===== config.mk =====
export PLATFORM = sky130hd
export DESIGN_NAME = str_scan_sequencer
export DESIGN_NICKNAME = d
export VERILOG_FILES = /design/src/rtl/str_scan_sequencer.sv
export SDC_FILE = /design/constraint.sdc
export NUM_CORES = 1
export LEC_CHECK = 0
export ABC_AREA = 1
export CORE_UTILIZATION = 52
export CTS_CLUSTER_SIZE = 28
export DETAILED_ROUTE_END_ITERATION = 16
export PLACE_DENSITY_LB_ADDON = 0.15
export SYNTH_ARGS = -nofsm -noshare
export SYNTH_HDL_FRONTEND = slang
export SYNTH_SLANG_ARGS = --single-unit
export TNS_END_PERCENT = 10

===== constraint.sdc =====
create_clock -name clk -period 2.9 [get_ports clk]
set_input_delay 0.435 -clock clk [delete_from_list [all_inputs] [get_ports clk]]
set_output_delay 0.435 -clock clk [all_outputs]
set_load 0.01 [all_outputs]

===== src/rtl/str_scan_sequencer.sv =====
// rtl/str_scan_sequencer.sv - streams NUL-terminated strings from byte RAM through a matcher and counts hits
// Optional FIRST_MATCH_EN adds first_match_vld/first_match_addr (start address of first matching string).
module str_scan_sequencer #(
    parameter int ADDR_W = 8,
    parameter int CNT_W  = 8
) (
    input  logic              clk,
    input  logic              reset,
    input  logic              start,
    input  logic [ADDR_W-1:0] start_addr,
    input  logic [ADDR_W-1:0] end_addr,
    output logic              busy,
    output logic              done,
    output logic [CNT_W-1:0]  str_count,
    output logic [CNT_W-1:0]  match_count,
    output logic              mem_rd,
    output logic [ADDR_W-1:0] mem_addr,
    input  logic [7:0]        mem_rdata,
    output logic              m_reset,
    output logic [7:0]        m_data,
    input  logic              m_result
`ifdef FIRST_MATCH_EN
    ,
    output logic              first_match_vld,
    output logic [ADDR_W-1:0] first_match_addr
`endif
);

    typedef enum logic [2:0] {IDLE, RUN, PAD, CHECK, DONE} state_t;

    localparam logic [CNT_W-1:0] CNT_MAX = '1;

    state_t            state, state_nx;
    logic [ADDR_W-1:0] end_q;
    logic              rd_active, dvalid, dlast, nonempty, pend;
    logic              accept, empty_req, feed, fed_nul;

    assign accept    = (state == IDLE) && start && (start_addr <= end_addr);
    assign empty_req = (state == IDLE) && start && (start_addr > end_addr);
    // PAD injects a synthetic terminator so an unterminated final string still gets judged
    assign feed      = dvalid || (state == PAD);
    assign m_data    = dvalid ? mem_rdata : 8'h00;
    assign fed_nul   = (m_data == 8'h00);
    assign mem_rd    = rd_active;

    always_ff @(posedge clk) begin
        if (reset) state <= IDLE;
        else       state <= state_nx;
    end

    always_comb begin
        state_nx = state;
        case (state)
            IDLE:    if (accept) state_nx = RUN;
                     else if (empty_req) state_nx = DONE;
            RUN:     if (dvalid && dlast) state_nx = fed_nul ? CHECK : PAD;
            PAD:     state_nx = CHECK;
            CHECK:   state_nx = DONE;
            DONE:    state_nx = IDLE;
            default: state_nx = IDLE;
        endcase
    end

    always_comb begin
        busy    = (state == RUN) || (state == PAD) || (state == CHECK);
        done    = (state == DONE);
        m_reset = !(dvalid || (state == PAD) || (state == CHECK));
    end

    // Read issue, 1-cycle data pipe, and terminator sampling one cycle after the NUL is clocked in
    always_ff @(posedge clk) begin
        if (reset) begin
            rd_active   <= 1'b0;
            mem_addr    <= '0;
            end_q       <= '0;
            dvalid      <= 1'b0;
            dlast       <= 1'b0;
            nonempty    <= 1'b0;
            pend        <= 1'b0;
            str_count   <= '0;
            match_count <= '0;
        end else begin
            dvalid <= rd_active;
            dlast  <= rd_active && (mem_addr == end_q);
            if (accept) begin
                rd_active <= 1'b1;
                mem_addr  <= start_addr;
                end_q     <= end_addr;
            end else if (rd_active) begin
                if (mem_addr == end_q) rd_active <= 1'b0;
                else                   mem_addr  <= mem_addr + ADDR_W'(1);
            end
            if (accept)    nonempty <= 1'b0;
            else if (feed) nonempty <= !fed_nul;
            pend <= feed && fed_nul && nonempty;
            if (accept || empty_req) begin
                str_count   <= '0;
                match_count <= '0;
            end else if (pend) begin
                if (str_count != CNT_MAX) str_count <= str_count + CNT_W'(1);
                if (m_result && match_count != CNT_MAX) match_count <= match_count + CNT_W'(1);
            end
        end
    end

`ifdef FIRST_MATCH_EN
    logic [ADDR_W-1:0] daddr, str_start;

    always_ff @(posedge clk) begin
        if (reset) begin
            daddr            <= '0;
            str_start        <= '0;
            first_match_vld  <= 1'b0;
            first_match_addr <= '0;
        end else begin
            daddr <= mem_addr;
            if (feed && !fed_nul && !nonempty) str_start <= daddr;
            if (accept || empty_req) begin
                first_match_vld  <= 1'b0;
                first_match_addr <= '0;
            end else if (pend && m_result && !first_match_vld) begin
                first_match_vld  <= 1'b1;
                first_match_addr <= str_start;
            end
        end
    end
`endif

endmodule


# Yosys cells after proc, flatten, opt, wreduce, memory -nomap -nowiden
# Cells that the tools add are included.
dict set report totals {
  reg_bits 40
  input_bits 28
  out_inout_bits 36
  elab_cells 61
}
dict set report op_classes {
  addsub 3
  magnitude_cmp 2
  eq_ne 10
  mux 12
  n_reduce_logical 24
}
# cell n
set ops {}
lappend ops {{8-bit 2-to-1 mux} 4}
lappend ops {{8-bit by 1-bit adder with 8-bit output, second input constant} 3}
lappend ops {{8-bit != test, second input constant} 2}
lappend ops {{3-bit one-hot mux with 4 select lines} 1}
lappend ops {{3-bit 2-to-1 mux} 3}
lappend ops {{8-bit equality test} 1}
lappend ops {{8-bit greater-than comparator} 1}
lappend ops {{8-bit <= comparator} 1}
lappend ops {{1-bit logical AND} 8}
lappend ops {{8-bit logical NOT} 1}
lappend ops {{2-bit AND reduction} 4}
lappend ops {{3-bit by 2-bit equality test with 1-bit output, second input constant} 2}
lappend ops {{1-bit logical OR} 5}
lappend ops {{1-bit 2-to-1 mux} 4}
lappend ops {{2-bit != test, second input constant} 2}
lappend ops {{2-bit OR reduction} 2}
lappend ops {{3-bit by 1-bit equality test with 1-bit output, second input constant} 1}
lappend ops {{3-bit equality test, second input constant} 1}
lappend ops {{3-bit logical NOT} 1}
lappend ops {{3-bit != test, second input constant} 1}
lappend ops {{1-bit logical NOT} 2}
lappend ops {{2-bit nonzero test} 1}

# Depth between registers and ports, before layout
# Gate-level depths: netlist of the first run.
dict set report logic_depth {
  depth_word 6
  depth_mapped 16
}

# Worst setup path before layout of the first run
# OpenSTA, ideal clock, no wires.
dict set report synth_path {
  kind {input to register}
  from {input port end_addr[7]}
  to {register mem_addr[6]}
  setup_time_ps 109
  t_arrival_ps 1545
  slack_ps 1247
  stages 12
  n_path_buf 1
  path_cell_list {inv_1 -> ha_1 -> nand2_1 -> nor2_1 -> nand4_1 -> nand2_1 -> nand2_1 -> buf_4 -> nand2_1 -> nand3_1 -> nand2_1 -> inv_1}
}
dict set report synth_via {
  elab_chain_len 4
  elab_cells_between_ends 6
  cone_classes {order compare: 1; eq/ne: 1; mux: 1; reduce/logical: 3}
}
# item line_no
set synth_lines {}
lappend synth_lines {{start: declaration} 11} ;# input logic [ADDR_W-1:0] end_addr,
lappend synth_lines {{8-bit <= comparator (*)} 38} ;# assign accept = (state == IDLE) && start && (start_addr <= end_addr);
lappend synth_lines {{1-bit logical AND (*)} 38}
lappend synth_lines {{2-bit != test (no source line) / 2-bit nonzero test (equally long branches)} n/a}
lappend synth_lines {{2-bit AND reduction (no source line)} n/a}
lappend synth_lines {{end signal: assignment} 87} ;# mem_addr <= start_addr;
lappend synth_lines {{end signal: assignment} 91} ;# else mem_addr <= mem_addr + ADDR_W'(1);
lappend synth_lines {{end: declaration} 17} ;# output logic [ADDR_W-1:0] mem_addr,
# Every way passes the cells marked *; elsewhere a longest branch is shown, timed or not.
# A chain may end at the register's enable or synchronous reset.

# Final worst setup path of the first run
dict set report layout_path {
  from {input port end_addr[5]}
  to {register mem_addr[6]}
}
# The elaborated chain is that of the path after synthesis.

==> summary.md, run 1 <==
| Metric | Value |
|---|---|
| Fmax achieved | `0.461 GHz` |
| Max cap viols | `0` |
| PnR worst setup slack | `0.732 ns` |
| Run status | `finished clean` |
| Most common cell after layout, fill and taps aside | `nand2_1` |
| Seq/Total Area, Yosys | `0.339` |
| Pre-CTS WS | `0.413 ns` |
| CP max FO | `13` |
| Crit path capture type | `flop` |
| Post-DR vias/cell | `5.05` |
| Die width | `69.4 um` |
| Final Critical Period | `2.17 ns` |
| Total track usage | `0.233` |
| Cells after Synth | `349` |
| CP peak stage delay | `0.49 ns` |
| TritonCTS Buffers | `5` |
| Congestion Overflow GR | `0` |
| Die height | `69.4 um` |
| Global-route wire length before repair | `9.22 mm` |
| Mapped Area | `2360 um2` |
| Setup TNS | `0 ns` |
| Critical Path RT | `3.15 ns` |
| Period utilization | `0.748` |
| Yosys reg bits | `40` |
| Clk sink count | `40` |
| Clock skew | `0.00434 ns` |
| Sequential share of power | `0.373` |
| Unique cell type count in the Yosys netlist | `29` |
| Placer Congestion | `0.842` |
| Largest net degree at the start of global routing | `30` |
| Sw Ratio | `0.379` |
| Hold-fix buffers, CTS | `0` |
| Design area | `3110 um2` |
| PortBufs | `63` |
| TritonCTS clock tree | `done` |
| Layout cells sized above 1 | `0.0558` |
| Critical path type | `in -> reg` |
| Post-cts sizing count | `0` |
| Comb pwr share | `0.406` |
| Wirelength, routed | `5.22 mm` |
| Hold/Removal Path Class | `reg -> reg` |
| Most frequent cells in the layout | `93 x nand2_1, 63 x clkdlybuf4s50_1, 50 x inv_1` |
| Initial antenna violation count | `0` |
| Mean post-synth cell area | `6.78 um2` |
| Multi-input logic area | `1290 um2` |
| Leak | `1.38 nW` |
| Nets@finish | `450` |
| Post-CTS setup buffer count | `0` |
| I/O Pins | `64` |
| Vias | `2343` |
| Pwr dens | `655 nW/um2` |
| DR iter-0 viols | `83` |
| Worst path cell trace | `clkdlybuf4s50_1 > inv_1 > ha_1 > a21oi_1 > nor2_1 > nor2_1 > nand2_1 > a21oi_2 > nand2_1 > nand3_1 > nand2_1 > inv_1` |
| WL per Instance | `11.3 um` |
| Slew Viols, Final | `0` |
| Setup-failing EPs final | `0` |
| Clock group share of total power | `0.221` |
| Worst Max-Slew Pin Slew | `0.539 ns` |
| Detailed Routing Iterations Pass 1 | `4` |
| RSZ-0062 raised after global routing | `no` |
| Total number of H-tree levels | `2` |
| Clock Latency Late Sink | `0.30 ns` |
| Total core area | `4350 um2` |
| Rows | `24` |
| Clock Path Buffers | `2` |
| Root buffer cell | `clkbuf_8` |
| Number of global-route vias before repair | `2135` |
| Total Power Consumption | `0.00204 W` |
| Antenna Diode Count | `0` |
| Startpoint Class | `input pin` |
| Final hold vios | `0` |
| Clock slew at reported path FFs | `0.08 ns` |
| Mapped Nets | `388` |
| Hpwl dp | `3.98 mm` |
| Internal | `0.00127 W` |
| Filler cells | `378` |
| Switch Pwr | `0.000774 W` |
| Slowest CP cell | `clkdlybuf4s50_1` |
| Die Area | `4820 um2` |
| Antenna Nets Post-Route | `0` |
| Area delta synth->final | `31.7%` |
| # DRC | `0` |
| Arrival time at the worst endpoint | `2.42 ns` |
| Reg area | `801 um2` |
| Initial Utilization | `0.543` |
| Cell mode on critical path | `nand2_1` |
| Slew HR | `0.641` |
| Placed inst area | `3010 um2` |
| Maximum vdd drop | `0.389 mV` |
| Synth warn | `0` |
metal layers:
| metal | share of wire | up-vias | track usage |
|---|---|---|---|
| met5 | 0 | - | 0 |
| met3 | 0.046 | 7 | 0.0363 |
| met4 | 0.016 | 0 | 0.104 |
| met1 | 0.46 | 1043 | 0.295 |
| li1 | - | 1239 | - |
| met2 | 0.48 | 54 | 0.391 |
area by class of cell:
type                            count  share of cell area
Inverter                           54              0.0651
Multi-Input combinational cell    245               0.415
Clock buffer                        6              0.0233
Timing Repair Buffer               65               0.207
Clock inverter                      2              0.0112
Tap cell                           52              0.0209
Sequential cell                    40               0.257
sequential cells by signal, summed over array words and instances, names as in the netlist, 3 cells and up:
register	flops
match_count	8
str_count	8
mem_addr	8
end_q	8
state	3
path summary, 6_finish.rpt:
check                                  from                         to  slack, ns  depth (start not counted)
setup / recovery                end_addr[5]   mem_addr[6]$_SDFFE_PP0P_       0.73                         12
hold / removal        nonempty$_SDFFE_PP0P_            pend$_SDFF_PP0_       0.47                          2
setup reg to reg  str_count[0]$_SDFFE_PP0P_  str_count[6]$_SDFFE_PP0P_       1.21                         10
hold reg to reg       nonempty$_SDFFE_PP0P_            pend$_SDFF_PP0_       0.47                          2
kinds of logic after synthesis:
| group | synth area share |
|---|---|
| adder cells (fa/ha/maj) | 0.0582 |
| AO/OA/AOI/OAI | 0.131 |
| AND/OR/NAND/NOR | 0.291 |
| buffers and inverters | 0.115 |
| XOR/XNOR | 0.0667 |
| flip-flops | 0.339 |
per-stage QoR:
stage                     hold WS (ns)  utilization  cells
after floorplan                  0.432            -    349
after global routing             0.485        0.715    464
final                            0.467        0.715    464
after detailed placement         0.451        0.691    456
after CTS                        0.472        0.715    464
after global placement           0.441        0.691    456
synth_stat cells:
library cell,instances,area share
buf_4,2,0.0063
clkbuf_1,1,0.0016
nor3_1,9,0.019
o21ai_1,5,0.011
nand3_1,29,0.061
ha_1,11,0.058
a31oi_1,2,0.0053
buf_2,4,0.0085
clkbuf_4,1,0.0032
nand2_4,2,0.0095
o21ai_0,13,0.028
a21oi_2,1,0.0037
a21oi_1,35,0.074
nand4_1,2,0.0053
nor4_2,1,0.0053
inv_2,4,0.0063
nor4_1,1,0.0026
a21o_1,1,0.0032
nand2_2,1,0.0026
buf_6,2,0.0095
xor2_1,10,0.037
nor2_2,4,0.011
xnor2_1,8,0.030
a211oi_1,2,0.0063
nor2_1,14,0.022
nand2_1,93,0.15
nor2_4,1,0.0048
inv_1,50,0.079
dfxtp_1,40,0.34
power groups by stage:
stage / clock (W) / sequential (W) / combinational (W)
after global placement: 0 / 0.000771 / 0.000805
after detailed placement: 0 / 0.000770 / 0.000826
final: 0.000452 / 0.000760 / 0.000828
after floorplan: 0 / 0.000754 / 0.000577
after CTS: 0.000461 / 0.000759 / 0.000832
after global routing: 0.000484 / 0.000775 / 0.000936
worst max-delay path: cells and delay by family:
kind	cells	cell delay, ns
AND/OR/NAND/NOR	6	0.49
buffers and inverters	3	0.60
adder cells (fa/ha/maj)	1	0.28
AO/OA/AOI/OAI	2	0.60
Power figures use the tool's default switching activity.
==> run 2, diff against run 1 <==
--- a/config.mk
+++ b/config.mk
@@ -6,7 +6,7 @@
 export NUM_CORES = 1
 export LEC_CHECK = 0
 export ABC_AREA = 1
-export CORE_UTILIZATION = 52
+export CORE_UTILIZATION = 44
 export CTS_CLUSTER_SIZE = 28
 export DETAILED_ROUTE_END_ITERATION = 16
 export PLACE_DENSITY_LB_ADDON = 0.15
==> constraint.sdc (replaced) <==
create_clock -name clk -period 1.9 [get_ports clk]
set_input_delay 0.285 -clock clk [delete_from_list [all_inputs] [get_ports clk]]
set_output_delay 0.285 -clock clk [all_outputs]
set_load 0.01 [all_outputs]
==> summary.md, run 2 (synthesized netlist as in run 1, its figures left out) <==
| Metric | Value |
|---|---|
| Critical path type | `in -> reg` |
| Switch Pwr | `0.00126 W (+63%)` |
| Clock Path Buffers | `2 (unchanged)` |
| Leak | `1.56 nW (+13%)` |
| # DRC | `0 (unchanged)` |
| Layout cells sized above 1 | `0.144 (+0.0887)` |
| WL per Instance | `11.4 um (+1.5%)` |
| Die Area | `5670 um2 (+18%)` |
| Vias | `2454 (+4.7%)` |
| Total track usage | `0.212 (-0.0216)` |
| GR peak layer | `met2` |
| CP max FO | `7 (-6)` |
| Die height | `75.3 um (+8.5%)` |
| Clock group share of total power | `0.185 (-0.036)` |
| Hold-fix buffers, CTS | `0 (unchanged)` |
| Rows | `26 (+8.3%)` |
| Startpoint Class | `input pin` |
| Arrival time at the worst endpoint | `2.07 ns (-0.35 ns)` |
| Hpwl dp | `4.22 mm (+5.8%)` |
| Antenna Nets Post-Route | `0 (unchanged)` |
| Most common cell after layout, fill and taps aside | `nand2_1` |
| Final Critical Period | `1.83 ns` |
| PortBufs | `63 (unchanged)` |
| Run status | `finished clean` |
| Initial Utilization | `0.460 (-0.0830)` |
| Detailed Routing Iterations Pass 1 | `4 (unchanged)` |
| Clk sink count | `40 (unchanged)` |
| Die width | `75.3 um (+8.5%)` |
| I/O Pins | `64 (unchanged)` |
| Pwr dens | `933 nW/um2 (+42%)` |
| Wirelength, routed | `5.78 mm (+11%)` |
| Filler cells | `474 (+25%)` |
| Post-DR vias/cell | `4.85 (-4.0%)` |
| Root buffer cell | `clkbuf_8` |
| Slew Viols, Final | `0 (unchanged)` |
| Multi-input logic area | `1400 um2 (+8.4%)` |
| Hold/Removal Path Class | `in -> reg` |
| Total Power Consumption | `0.00323 W (+59%)` |
| Crit path capture | `mem_addr[6]$_SDFFE_PP0P_` |
| Placer Congestion | `0.883 (+4.9%)` |
| Area delta synth->final | `46.6%` |
| Period utilization | `0.964` |
| Largest net degree at the start of global routing | `28 (-6.7%)` |
| Critical Path Start | `start_addr[3]` |
| Setup-failing EPs final | `0 (unchanged)` |
| Antenna Diode Count | `0 (unchanged)` |
| TritonCTS Buffers | `5 (unchanged)` |
| Global-route wire length before repair | `9.20 mm (-0.23%)` |
| GR Util met1 | `0.262 (-0.0325)` |
| Nets@finish | `474 (+5.3%)` |
| Setup TNS | `0 ns (unchanged)` |
| RSZ-0062 raised after global routing | `yes` |
| Maximum vdd drop | `0.767 mV (+97%)` |
| Worst R2R Path Depth | `9 (-1)` |
| Sw Ratio | `0.390 (+0.0101)` |
| DR iter-0 viols | `118 (+42%)` |
| Clock Latency Late Sink | `0.30 ns (about the same)` |
| Sequential share of power | `0.356 (-0.017)` |
| Total number of H-tree levels | `2 (unchanged)` |
| Clock skew | `0.00674 ns (+0.00240 ns)` |
| Met3 global-route usage | `0.0437 (+0.00731)` |
| Total core area | `5140 um2 (+18%)` |
| Number of global-route vias before repair | `2176 (+1.9%)` |
| Clock slew at reported path FFs | `0.07 ns (about the same)` |
| Worst Max-Slew Pin Slew | `0.320 ns (-0.219 ns)` |
| Slack of the worst reg-to-reg path | `0.30 ns (-0.91 ns)` |
| TritonCTS clock tree | `done` |
| Met2 usage | `0.362 (-0.0284)` |
| Initial antenna violation count | `0 (unchanged)` |
| Max cap viols | `0 (unchanged)` |
| Worst R2R End | `mem_addr[6]$_SDFFE_PP0P_` |
| Fmax achieved | `0.546 GHz` |
| FF-to-FF Start | `mem_addr[0]$_SDFFE_PP0P_` |
| Reg area | `802 um2 (+0.16%)` |
| Crit path capture type | `flop` |
| Internal | `0.00197 W (+56%)` |
| Final hold vios | `0 (unchanged)` |
| Comb pwr share | `0.459 (+0.053)` |
| Critical Path RT | `2.14 ns (-1.01 ns)` |
| Congestion Overflow GR | `0 (unchanged)` |
| Slew HR | `0.785 (+0.144)` |
| Most frequent cells in the layout | `90 x nand2_1, 57 x clkdlybuf4s50_1, 48 x inv_1` |
[run 2: power groups by stage]
stage	Sequential, W	Combinational [W]	Clock [W]
finish	0.00115	0.00148	0.000600
global route	0.00117	0.00164	0.000650
CTS	0.00115	0.00137	0.000615
detailed placement	0.00117	0.00136	0
global placement	0.00117	0.00135	0
floorplan	0.00115	0.000881	0
[run 2: worst min path at each step]
| stage | startpoint | end | slack (ns) | cells past startpoint |
|---|---|---|---|---|
| floorplan | nonempty$_SDFFE_PP0P_ | pend$_SDFF_PP0_ | 0.43 | 2 |
| global placement | end_q[4]$_SDFFE_PP0P_ | end_q[4]$_SDFFE_PP0P_ | 0.46 | 2 |
| detailed placement | nonempty$_SDFFE_PP0P_ | pend$_SDFF_PP0_ | 0.47 | 2 |
| CTS | nonempty$_SDFFE_PP0P_ | pend$_SDFF_PP0_ | 0.47 | 2 |
| global route | end_addr[6] | end_q[6]$_SDFFE_PP0P_ | 0.40 | 4 |
| finish | end_addr[6] | end_q[6]$_SDFFE_PP0P_ | 0.37 | 4 |
[run 2: cell type report]
type / count / share of cell area
Clock buffer: 7 / 0.0249
Clock inverter: 1 / 0.00217
Inverter: 54 / 0.0585
Multi-Input combinational cell: 245 / 0.404
Sequential cell: 40 / 0.231
Tap cell: 70 / 0.0253
Timing Repair Buffer: 89 / 0.253
[run 2: critical path: stages]
cell and delay, ns:
clkdlybuf4s50_1 0.55, ha_4 0.23, nand2_1 0.05, inv_1 0.05
nand2_1 0.06, nand2_1 0.05, nand2_1 0.05, nand2_1 0.08
buf_4 0.15, a21oi_4 0.15, buf_6 0.14, nand2_1 0.06
nand3_1 0.08, nand2_1 0.05, inv_1 0.05
[run 2: metal layers]
| layer | share of wire | vias up |
|---|---|---|
| met3 | 0.040 | 7 |
| met2 | 0.47 | 62 |
| met5 | 0 | - |
| li1 | - | 1288 |
| met4 | 0.014 | 0 |
| met1 | 0.48 | 1097 |
[run 2: timing repair]
item	4_1_cts	5_1_grt
buffers inserted	0	1
endpoints found under the setup margin	0	26
gates resized for setup	0	27
[run 2: through the flow]
stage / util / cells / setup slack [ns] / area (um2) / hold WS, ns
detailed placement: 0.624 / 496 / -0.265 / 3210 / 0.467
finish: 0.674 / 506 / 0.0686 / 3470 / 0.375
global route: 0.674 / 506 / -0.0490 / 3470 / 0.396
global placement: 0.624 / 496 / -0.223 / 3210 / 0.456
floorplan: - / 349 / 0.349 / 2360 / 0.432
CTS: 0.642 / 504 / 0.0356 / 3300 / 0.472
